### config.mk
export PLATFORM = sky130hd
export DESIGN_NAME = nibble_add_sequencer
export DESIGN_NICKNAME = d
export VERILOG_FILES = /design/src/rtl/nibble_add_sequencer_pkg.sv /design/src/rtl/paralleladder.sv /design/src/rtl/nibble_add_sequencer.sv
export SDC_FILE = /design/constraint.sdc
export NUM_CORES = 1
export LEC_CHECK = 0
export BUFFER_PORTS_ARGS = -buffer_cell sky130_fd_sc_hd__buf_2
export CORE_ASPECT_RATIO = 0.6
export CORE_MARGIN = 2
export CORE_UTILIZATION = 58
export DETAILED_ROUTE_END_ITERATION = 8
export GPL_ROUTABILITY_DRIVEN = 1
export PLACE_DENSITY = 0.84
export SETUP_SLACK_MARGIN = 0.3
export SYNTH_ARGS = -nofsm -noshare
export SYNTH_HDL_FRONTEND = slang
export SYNTH_SLANG_ARGS = --single-unit
export TNS_END_PERCENT = 5
### constraint.sdc
create_clock -name clk -period 8.2 [get_ports clk]
set_input_delay 0.82 -clock clk [delete_from_list [all_inputs] [get_ports clk]]
set_output_delay 0.82 -clock clk [all_outputs]
set_load 0.005 [all_outputs]
### src/rtl/nibble_add_sequencer_pkg.sv
// nibble_add_sequencer_pkg: nibble width, default operand size and FSM encoding
package nibble_add_sequencer_pkg;
    localparam int NIBBLE_W    = 4;
    localparam int NIBBLES_DEF = 4;
    typedef enum logic [1:0] {
        IDLE = 2'b00,
        RUN  = 2'b01,
        DONE = 2'b10
    } state_e;
endpackage

### src/rtl/paralleladder.sv
// paralleladder: 4-bit ripple-carry adder
module paralleladder (
    input  logic [3:0] a,
    input  logic [3:0] b,
    input  logic       c,
    output logic [3:0] sum,
    output logic       cout
);
    logic [4:0] cy;
    assign cy[0] = c;
    for (genvar i = 0; i < 4; i++) begin : g_fa
        assign sum[i]  = a[i] ^ b[i] ^ cy[i];
        assign cy[i+1] = (a[i] & b[i]) | (cy[i] & (a[i] ^ b[i]));
    end
    assign cout = cy[4];
endmodule

### src/rtl/nibble_add_sequencer.sv
// nibble_add_sequencer: adds two W-bit operands one nibble per cycle through a single 4-bit adder
module nibble_add_sequencer
    import nibble_add_sequencer_pkg::*;
#(
    parameter int NIBBLES = NIBBLES_DEF
) (
    input  logic                        clk,
    input  logic                        rst,
    input  logic                        start,
    input  logic [NIBBLES*NIBBLE_W-1:0] op_a,
    input  logic [NIBBLES*NIBBLE_W-1:0] op_b,
    input  logic                        cin,
    output logic                        busy,
    output logic                        done,
    output logic [NIBBLES*NIBBLE_W-1:0] result,
    output logic                        cout,
    output logic                        zero
);
    localparam int W  = NIBBLES * NIBBLE_W;
    localparam int IW = (NIBBLES > 1) ? $clog2(NIBBLES) : 1;

    state_e          state_q, state_d;
    logic [IW-1:0]   idx_q, idx_d;
    logic            carry_q, carry_d;
    logic [W-1:0]    a_q, a_d, b_q, b_d, result_q, result_d;
    logic            cout_q, cout_d;
    logic [IW+1:0]   base;
    logic [3:0]      add_sum;
    logic            add_co, accept, last;

    assign accept = start && (state_q != RUN);
    assign last   = (idx_q == IW'(NIBBLES - 1));
    assign base   = {idx_q, 2'b00};

    paralleladder u_add (
        .a    (a_q[base +: NIBBLE_W]),
        .b    (b_q[base +: NIBBLE_W]),
        .c    (carry_q),
        .sum  (add_sum),
        .cout (add_co)
    );

    always_ff @(posedge clk or posedge rst) begin
        if (rst) state_q <= IDLE;
        else     state_q <= state_d;
    end

    always_comb begin
        state_d = IDLE;
        if (accept)                     state_d = RUN;
        else if (state_q == RUN)        state_d = last ? DONE : RUN;
    end

    always_comb begin
        busy   = (state_q == RUN);
        done   = (state_q == DONE);
        result = result_q;
        cout   = cout_q;
        zero   = (result_q == '0);
    end

    always_comb begin
        a_d      = a_q;
        b_d      = b_q;
        idx_d    = idx_q;
        carry_d  = carry_q;
        result_d = result_q;
        cout_d   = cout_q;
        if (accept) begin
            a_d     = op_a;
            b_d     = op_b;
            idx_d   = '0;
            carry_d = cin;
        end else if (state_q == RUN) begin
            result_d[base +: NIBBLE_W] = add_sum;
            carry_d = add_co;
            idx_d   = last ? '0 : idx_q + IW'(1);
            cout_d  = last ? add_co : cout_q;
        end
    end

    always_ff @(posedge clk or posedge rst) begin
        if (rst) begin
            a_q      <= '0;
            b_q      <= '0;
            idx_q    <= '0;
            carry_q  <= 1'b0;
            result_q <= '0;
            cout_q   <= 1'b0;
        end else begin
            a_q      <= a_d;
            b_q      <= b_d;
            idx_q    <= idx_d;
            carry_q  <= carry_d;
            result_q <= result_d;
            cout_q   <= cout_d;
        end
    end
endmodule

==> results of run 1 <==
## power groups by stage
| stage | sequential (W) | clock (W) | combinational [W] |
|---|---|---|---|
| 2_1_floorplan | 0.000451 | 0 | 0.000575 |
| 3_3_place_gp | 0.000500 | 0 | 0.000667 |
| 3_5_place_dp | 0.000506 | 0 | 0.000691 |
| 4_1_cts | 0.000503 | 0.000153 | 0.000692 |
| 5_1_grt | 0.000521 | 0.000167 | 0.000770 |
| 6_report | 0.000503 | 0.000151 | 0.000689 |
## through the flow
step	area (um2)	instances	total power (W)
2_1_floorplan	2680	191	0.00103
3_3_place_gp	2960	300	0.00117
3_5_place_dp	2960	300	0.00120
4_1_cts	3050	308	0.00135
5_1_grt	3050	308	0.00146
6_report	3050	308	0.00134
## flip-flops by register name, indices dropped and copies added (netlist names)
register / flops
a_q: 16
b_q: 16
result: 16
idx_q: 2
state_q: 2
carry_q: 1
cout: 1
## worst paths after layout
check                                           start                    end  slack, ns  cells past startpoint
worst min register to register  result[0]$_DFFE_PP0P_  result[0]$_DFFE_PP0P_       0.51                      2
worst max register to register   idx_q[0]$_DFFE_PP0P_  result[7]$_DFFE_PP0P_       4.82                     11
worst max-delay path             idx_q[0]$_DFFE_PP0P_  result[7]$_DFFE_PP0P_       4.82                     11
worst min-delay path            result[0]$_DFFE_PP0P_  result[0]$_DFFE_PP0P_       0.51                      2
min in group asynchronous                         rst     a_q[4]$_DFFE_PP0P_       0.77                      2
max in group asynchronous                         rst     b_q[8]$_DFFE_PP0P_       6.77                      2
## logic make-up after synthesis
kind of cell | share of synthesized area
buffers and inverters | 0.0452
AND/OR/NAND/NOR | 0.0932
AO/OA/AOI/OAI | 0.0490
multiplexers | 0.251
flip-flops | 0.503
adder cells (fa/ha/maj) | 0.0578
## per-layer routing
metal,part of all wire,global-route usage
met3,0.077,0.0685
met2,0.41,0.298
met5,0,0
met4,0.013,0.0768
met1,0.50,0.336
## placed cells by master, fill, tap and decap left out, drive strengths merged, types with 2 or more instances in the layout
cell type  instances
buf               55
o31ai              7
nand2             21
nor2b              3
nor3b              2
nand2b             2
clkbuf             7
mux4               8
o21ai              7
o41ai              2
nand3b             4
a22o               3
inv               11
mux2              33
nor4               4
ha                 6
nor2               4
dfrtp             54
fa                 4
nand3              2
## worst register-to-register path: stages, from the launching register on
cell and delay (ns):
dfrtp_1 0.93, mux4_2 0.60, inv_1 0.09, fa_1 0.16, inv_1 0.05, fa_1 0.36, inv_1 0.08, fa_1 0.15
inv_1 0.05, fa_1 0.56, nand3_1 0.09, o21ai_0 0.19
## final cells by class
type                       count  area, um2
fill                         352       1470
tap                           63       78.8
clock inverter                 1       5.00
multi-input combinational    117       1210
timing repair buffer          55        275
inverter                      11       41.3
sequential                    54       1350
clock buffer                   7       86.3
==> results.cfg, run 1 <==
[outcome]
status = finished clean

[floorplanning]
row_count = 19
fp.dieW_um = 91.8
design.core.area_mm2 = 0.00452
die_area_mm2 = 0.00521
io_pins = 56
die_height_um = 56.7
floorplan.initialDensity = 0.594

[route]
vias = 1662
wl_um = 5010
drcViolationCount = 0
drt_first_pass_iters = 4
post_drt_wl_per_cell_um = 16.3
drt_iter0_drc = 95
ant_nets = 0
routed_via_density = 5.40

[synthesis]
yosysUniqueCellTypes = 29
yosysSeqAreaShare = 0.503
synth_nets = 237
synth_area_leaders = dfrtp_1 (50%), mux2_4 (17%), mux4_2 (6.7%), fa_1 (3.0%), nand2_1 (2.9%)
ys_seq_elements = 54
synth_top_area_cell = dfrtp_1
synthCells = 191
netlist_area_mm2 = 0.00268
syn_area_per_cell_um2 = 14.1
synth_edf_count = 0
synth.most_common_cell = dfrtp_1
synth_top_flop_cell = dfrtp_1
ys_async_sr_fraction = 1.00
netlist_top_cells_count = dfrtp_1 (54), mux2_4 (30), nand2_1 (21)
yosys.area.top_type_share = 0.503
yosys_warnings = 0

[timing]
fin_tns_setup_ns = 0
period_share = 0.412
slew_headroom = 0.282
slew_violations = 0
timing.final.crit_period_ns = 3.38
worstMarginPinSlew_ns = 1.07
hold-worst-slack_ns = 0.508
setup_viol = 0
fmax_mhz = 296
fin_ws_ns = 4.82
skew_ns = 0.00909
hold_violations = 0
rsz0062_at_grt = false

[grt]
grt_antenna_before_repair = 0
grt_pass1_wl_um = 8530
grt-ovfl-total = 0
grt_max_degree = 55
grt_pass1_vias = 1684
grt.total_usage = 0.220

[placed_design]
gp_congestion = 0.852
io_buffer_count = 55
pre_cts_ws_ns = 4.84
dp_hpwl_um = 3710

[worst_hold_path]
hold_path_class = reg -> reg

[clock_network]
cts.htree.levels = 2
hold_buffers = 0
cts.sinks = 54
clkSlewWorstSetupHoldPaths_ns = 0.09
tritoncts = done
root_buffer = clkbuf_8
cts_resized = 0
postCtsSetupRepairBufs = 0
cts_made_buffers = 5
clk_path_buf_depth = 2
insertion_delay_ns = 0.31

[pwr]
p_int_w = 0.000833
sequentialPowerShare = 0.375
switching_share = 0.380
p_sw_w = 0.000510
power_density_mw_per_mm2 = 440
peakVddDrop_mv = 0.220
clkPwrFrac = 0.112
p_leak_nw = 1.55
p_comb_frac = 0.513

[critical_path]
cpMaxStageDelayCell = dfrtp_1
cp.arrival_ns = 3.62
crit_chain = mux4_2 -> inv_1 -> fa_1 -> inv_1 -> fa_1 -> inv_1 -> fa_1 -> inv_1 -> fa_1 -> nand3_1 -> o21ai_0
end_kind = flip-flop
cp_slowest_stage_delay_ns = 0.93
cp_max_fo = 22
crit_buf_inv = 4
worst-setup-path-type = reg -> reg
crit_family = adder cells
worstSetupStartpointType = flip-flop
required_ns = 8.43

[flow_run]
drv_cap = 0

[finish]
area_growth_pct = 13.6
final_util = 0.675
antenna_cells = 0
layout-drive-gt1-share = 0.437
fin_nets = 290
Power figures use the tool's default switching activity.
==> run 2: changes to the inputs <==
--- a/config.mk
+++ b/config.mk
@@ -5,13 +5,14 @@
 export SDC_FILE = /design/constraint.sdc
 export NUM_CORES = 1
 export LEC_CHECK = 0
+export ABC_AREA = 1
 export BUFFER_PORTS_ARGS = -buffer_cell sky130_fd_sc_hd__buf_2
 export CORE_ASPECT_RATIO = 0.6
 export CORE_MARGIN = 2
-export CORE_UTILIZATION = 58
+export CORE_UTILIZATION = 49
 export DETAILED_ROUTE_END_ITERATION = 8
 export GPL_ROUTABILITY_DRIVEN = 1
-export PLACE_DENSITY = 0.84
+export PLACE_DENSITY = 0.75
 export SETUP_SLACK_MARGIN = 0.3
 export SYNTH_ARGS = -nofsm -noshare
 export SYNTH_HDL_FRONTEND = slang
==> constraint.sdc (replaced) <==
create_clock -name clk -period 2.7 [get_ports clk]
set_input_delay 0.27 -clock clk [delete_from_list [all_inputs] [get_ports clk]]
set_output_delay 0.27 -clock clk [all_outputs]
set_load 0.005 [all_outputs]
==> results.cfg, run 2 <==
[flow_run]
drv_cap = 0

[finish]
area_growth_pct = 19.1
layout-drive-gt1-share = 0.239
final_common_cell = nand2_1
final_cell_mix = nand2_1 (140), buf_2 (55), dfrtp_1 (53)
fin_nets = 472
final_cell_area_mm2 = 0.00331
antenna_cells = 0

[timing]
fmax_mhz = 376
rsz0062_at_grt = true
setup_viol = 0
slew_headroom = 0.615
hold-worst-slack_ns = -0.00596
fin_tns_setup_ns = 0
skew_ns = 0.00559
period_share = 0.985
hold_violations = 6
worstMarginPinSlew_ns = 0.575
timing.final.crit_period_ns = 2.66
slew_violations = 0

[clock_network]
clkSlewWorstSetupHoldPaths_ns = 0.10
clk_path_buf_depth = 2
tritoncts = done
cts.htree.levels = 2
cts_made_buffers = 5
root_buffer = clkbuf_8
insertion_delay_ns = 0.31
cts.sinks = 54

[synthesis]
netlist_area_mm2 = 0.00278
yosys.area.top_type_share = 0.486
ys_async_sr_fraction = 1.00
synth_area_leaders = dfrtp_1 (49%), nand2_1 (19%), nand3_1 (9.0%), inv_1 (5.0%), nor2_1 (3.4%)
synthCells = 362
synth_nets = 408
synth_top_area_cell = dfrtp_1
netlist_top_cells_count = nand2_1 (141), dfrtp_1 (54), nand3_1 (50)
synth_top_flop_cell = dfrtp_1
synth_edf_count = 0
yosysUniqueCellTypes = 19
yosys_warnings = 0
ys_seq_elements = 54
synth.most_common_cell = nand2_1
yosysSeqAreaShare = 0.486
syn_area_per_cell_um2 = 7.68

[floorplanning]
die_area_mm2 = 0.00631
die_height_um = 62.3
row_count = 21
design.core.area_mm2 = 0.00552
floorplan.initialDensity = 0.504
fp.dieW_um = 101
io_pins = 56

[placed_design]
dp_hpwl_um = 4730
io_buffer_count = 55
gp_congestion = 0.840
place_area_mm2 = 0.00313

[critical_path]
worst-setup-path-type = reg -> reg
cp_max_fo = 8
crit_chain = buf_6 -> nand2_1 -> nand3_2 -> nand2_2 -> fa_2 -> inv_2 -> fa_2 -> inv_1 -> fa_2 -> inv_2 -> fa_1 -> inv_2 -> nor2_2 -> nand2_1 -> inv_1 -> nand2_1 -> nand2_1
required_ns = 2.92
cp_slowest_stage_delay_ns = 0.44
end_kind = flip-flop
cp.arrival_ns = 2.88
worstSetupStartpointType = flip-flop
cpMostUsedCell = nand2_1
cpMaxStageDelayCell = fa_1

[outcome]
status = finished, violations left
violations = negative hold slack

[grt]
grt_pass1_wl_um = 11400
grt_max_degree = 35
grt.total_usage = 0.230
grt_pass1_vias = 2390
grt_antenna_before_repair = 0
grt-ovfl-total = 0

[route]
post_drt_wl_per_cell_um = 13.2
vias = 2488
wl_um = 6550
drt_iter0_drc = 151
routed_via_density = 5.02
drcViolationCount = 0
drt_first_pass_iters = 4
ant_nets = 0

[pwr]
power_density_mw_per_mm2 = 1320
peakVddDrop_mv = 0.514
p_leak_nw = 1.87

[worst_hold_path]
hold_path_class = in -> async
## run 2: cell count changes in the layout (fill, tap and decap cells not counted), sizes merged, moves of 8 or more
cell,change
inv,+27
mux2,-33
o21ai,+8
nand2,+122
mux4,-8
nand3,+48
nor2,+24
buf,+17
## run 2: layout make-up
class | instances | area [um2]
Multi-Input combinational cell | 254 | 1220
Clock inverter | 3 | 21.3
Timing Repair inverter | 1 | 7.51
Tap cell | 69 | 86.3
Inverter | 38 | 145
Sequential cell | 54 | 1350
Fill cell | 511 | 2210
Clock buffer | 5 | 68.8
Timing Repair Buffer | 72 | 414
## run 2: per-layer routing
layer | global-route usage | vias up | part of all wire
met5 | 0 | - | 0
met4 | 0.0777 | 0 | 0.011
met3 | 0.0495 | 6 | 0.066
met2 | 0.302 | 70 | 0.41
met1 | 0.371 | 1158 | 0.52
li1 | - | 1254 | -
## run 2: timing repair
| item | in CTS | in global routing |
|---|---|---|
| gates cloned | 1 | 0 |
| gates resized for setup | 7 | 7 |
| buffers inserted | 5 | 2 |
| endpoints found under the setup margin | 7 | 10 |
| pin swaps | 3 | 1 |
| hold buffers | 0 | 0 |
## run 2: critical path: cells and delay by family (launching register included)
family | cells | cell delay [ns]
AND/OR/NAND/NOR | 7 | 0.43
buffers and inverters | 6 | 0.41
adder cells (fa/ha/maj) | 4 | 1.29
flip-flops | 1 | 0.42
## run 2: stage by stage
step | total power (W) | instances | worst slack, ns | util | hold slack [ns]
after detailed placement | 0.00371 | 480 | 0.0250 | 0.567 | 0.355
after global placement | 0.00363 | 480 | 0.0926 | 0.567 | 0.349
after CTS | 0.00427 | 494 | 0.0714 | 0.595 | 0.0157
after floorplan | 0.00310 | 362 | 0.0205 | - | 0.415
final | 0.00436 | 496 | 0.0398 | 0.600 | -0.00596
after global routing | 0.00484 | 496 | -0.0998 | 0.600 | 0.0415
## run 2: path summary, 6_finish.rpt
path | from | endpoint | slack, ns | cells past startpoint
worst max-delay path | idx_q[0]$_DFFE_PP0P_ | result[15]$_DFFE_PP0P_ | 0.04 | 17
worst min-delay path | rst | result[0]$_DFFE_PP0P_ | -0.006 | 2
worst max register to register | idx_q[0]$_DFFE_PP0P_ | result[15]$_DFFE_PP0P_ | 0.04 | 17
worst min register to register | a_q[6]$_DFFE_PP0P_ | a_q[6]$_DFFE_PP0P_ | 0.49 | 2
max in group asynchronous | rst | idx_q[0]$_DFFE_PP0P_ | 1.91 | 3
min in group clk | op_b[5] | b_q[5]$_DFFE_PP0P_ | 0.17 | 3
## run 2: cell families (layout without fill, tap and decap cells)
logic type / after synthesis / count (layout) / synth area share
and+or+nand+nor: 223 / 223 / 0.330
DFF: 54 / 54 / 0.486
adders and majority gates: 10 / 10 / 0.0558
buffers and inverters: 54 / 119 / 0.0855
AOI/OAI and AO/OA: 21 / 21 / 0.0428
## run 2: power by group
group          switching [W]  internal, W
Clock               0.000278     0.000183
Combinational        0.00151     0.000968
Sequential          0.000255      0.00117
Total                0.00204      0.00232
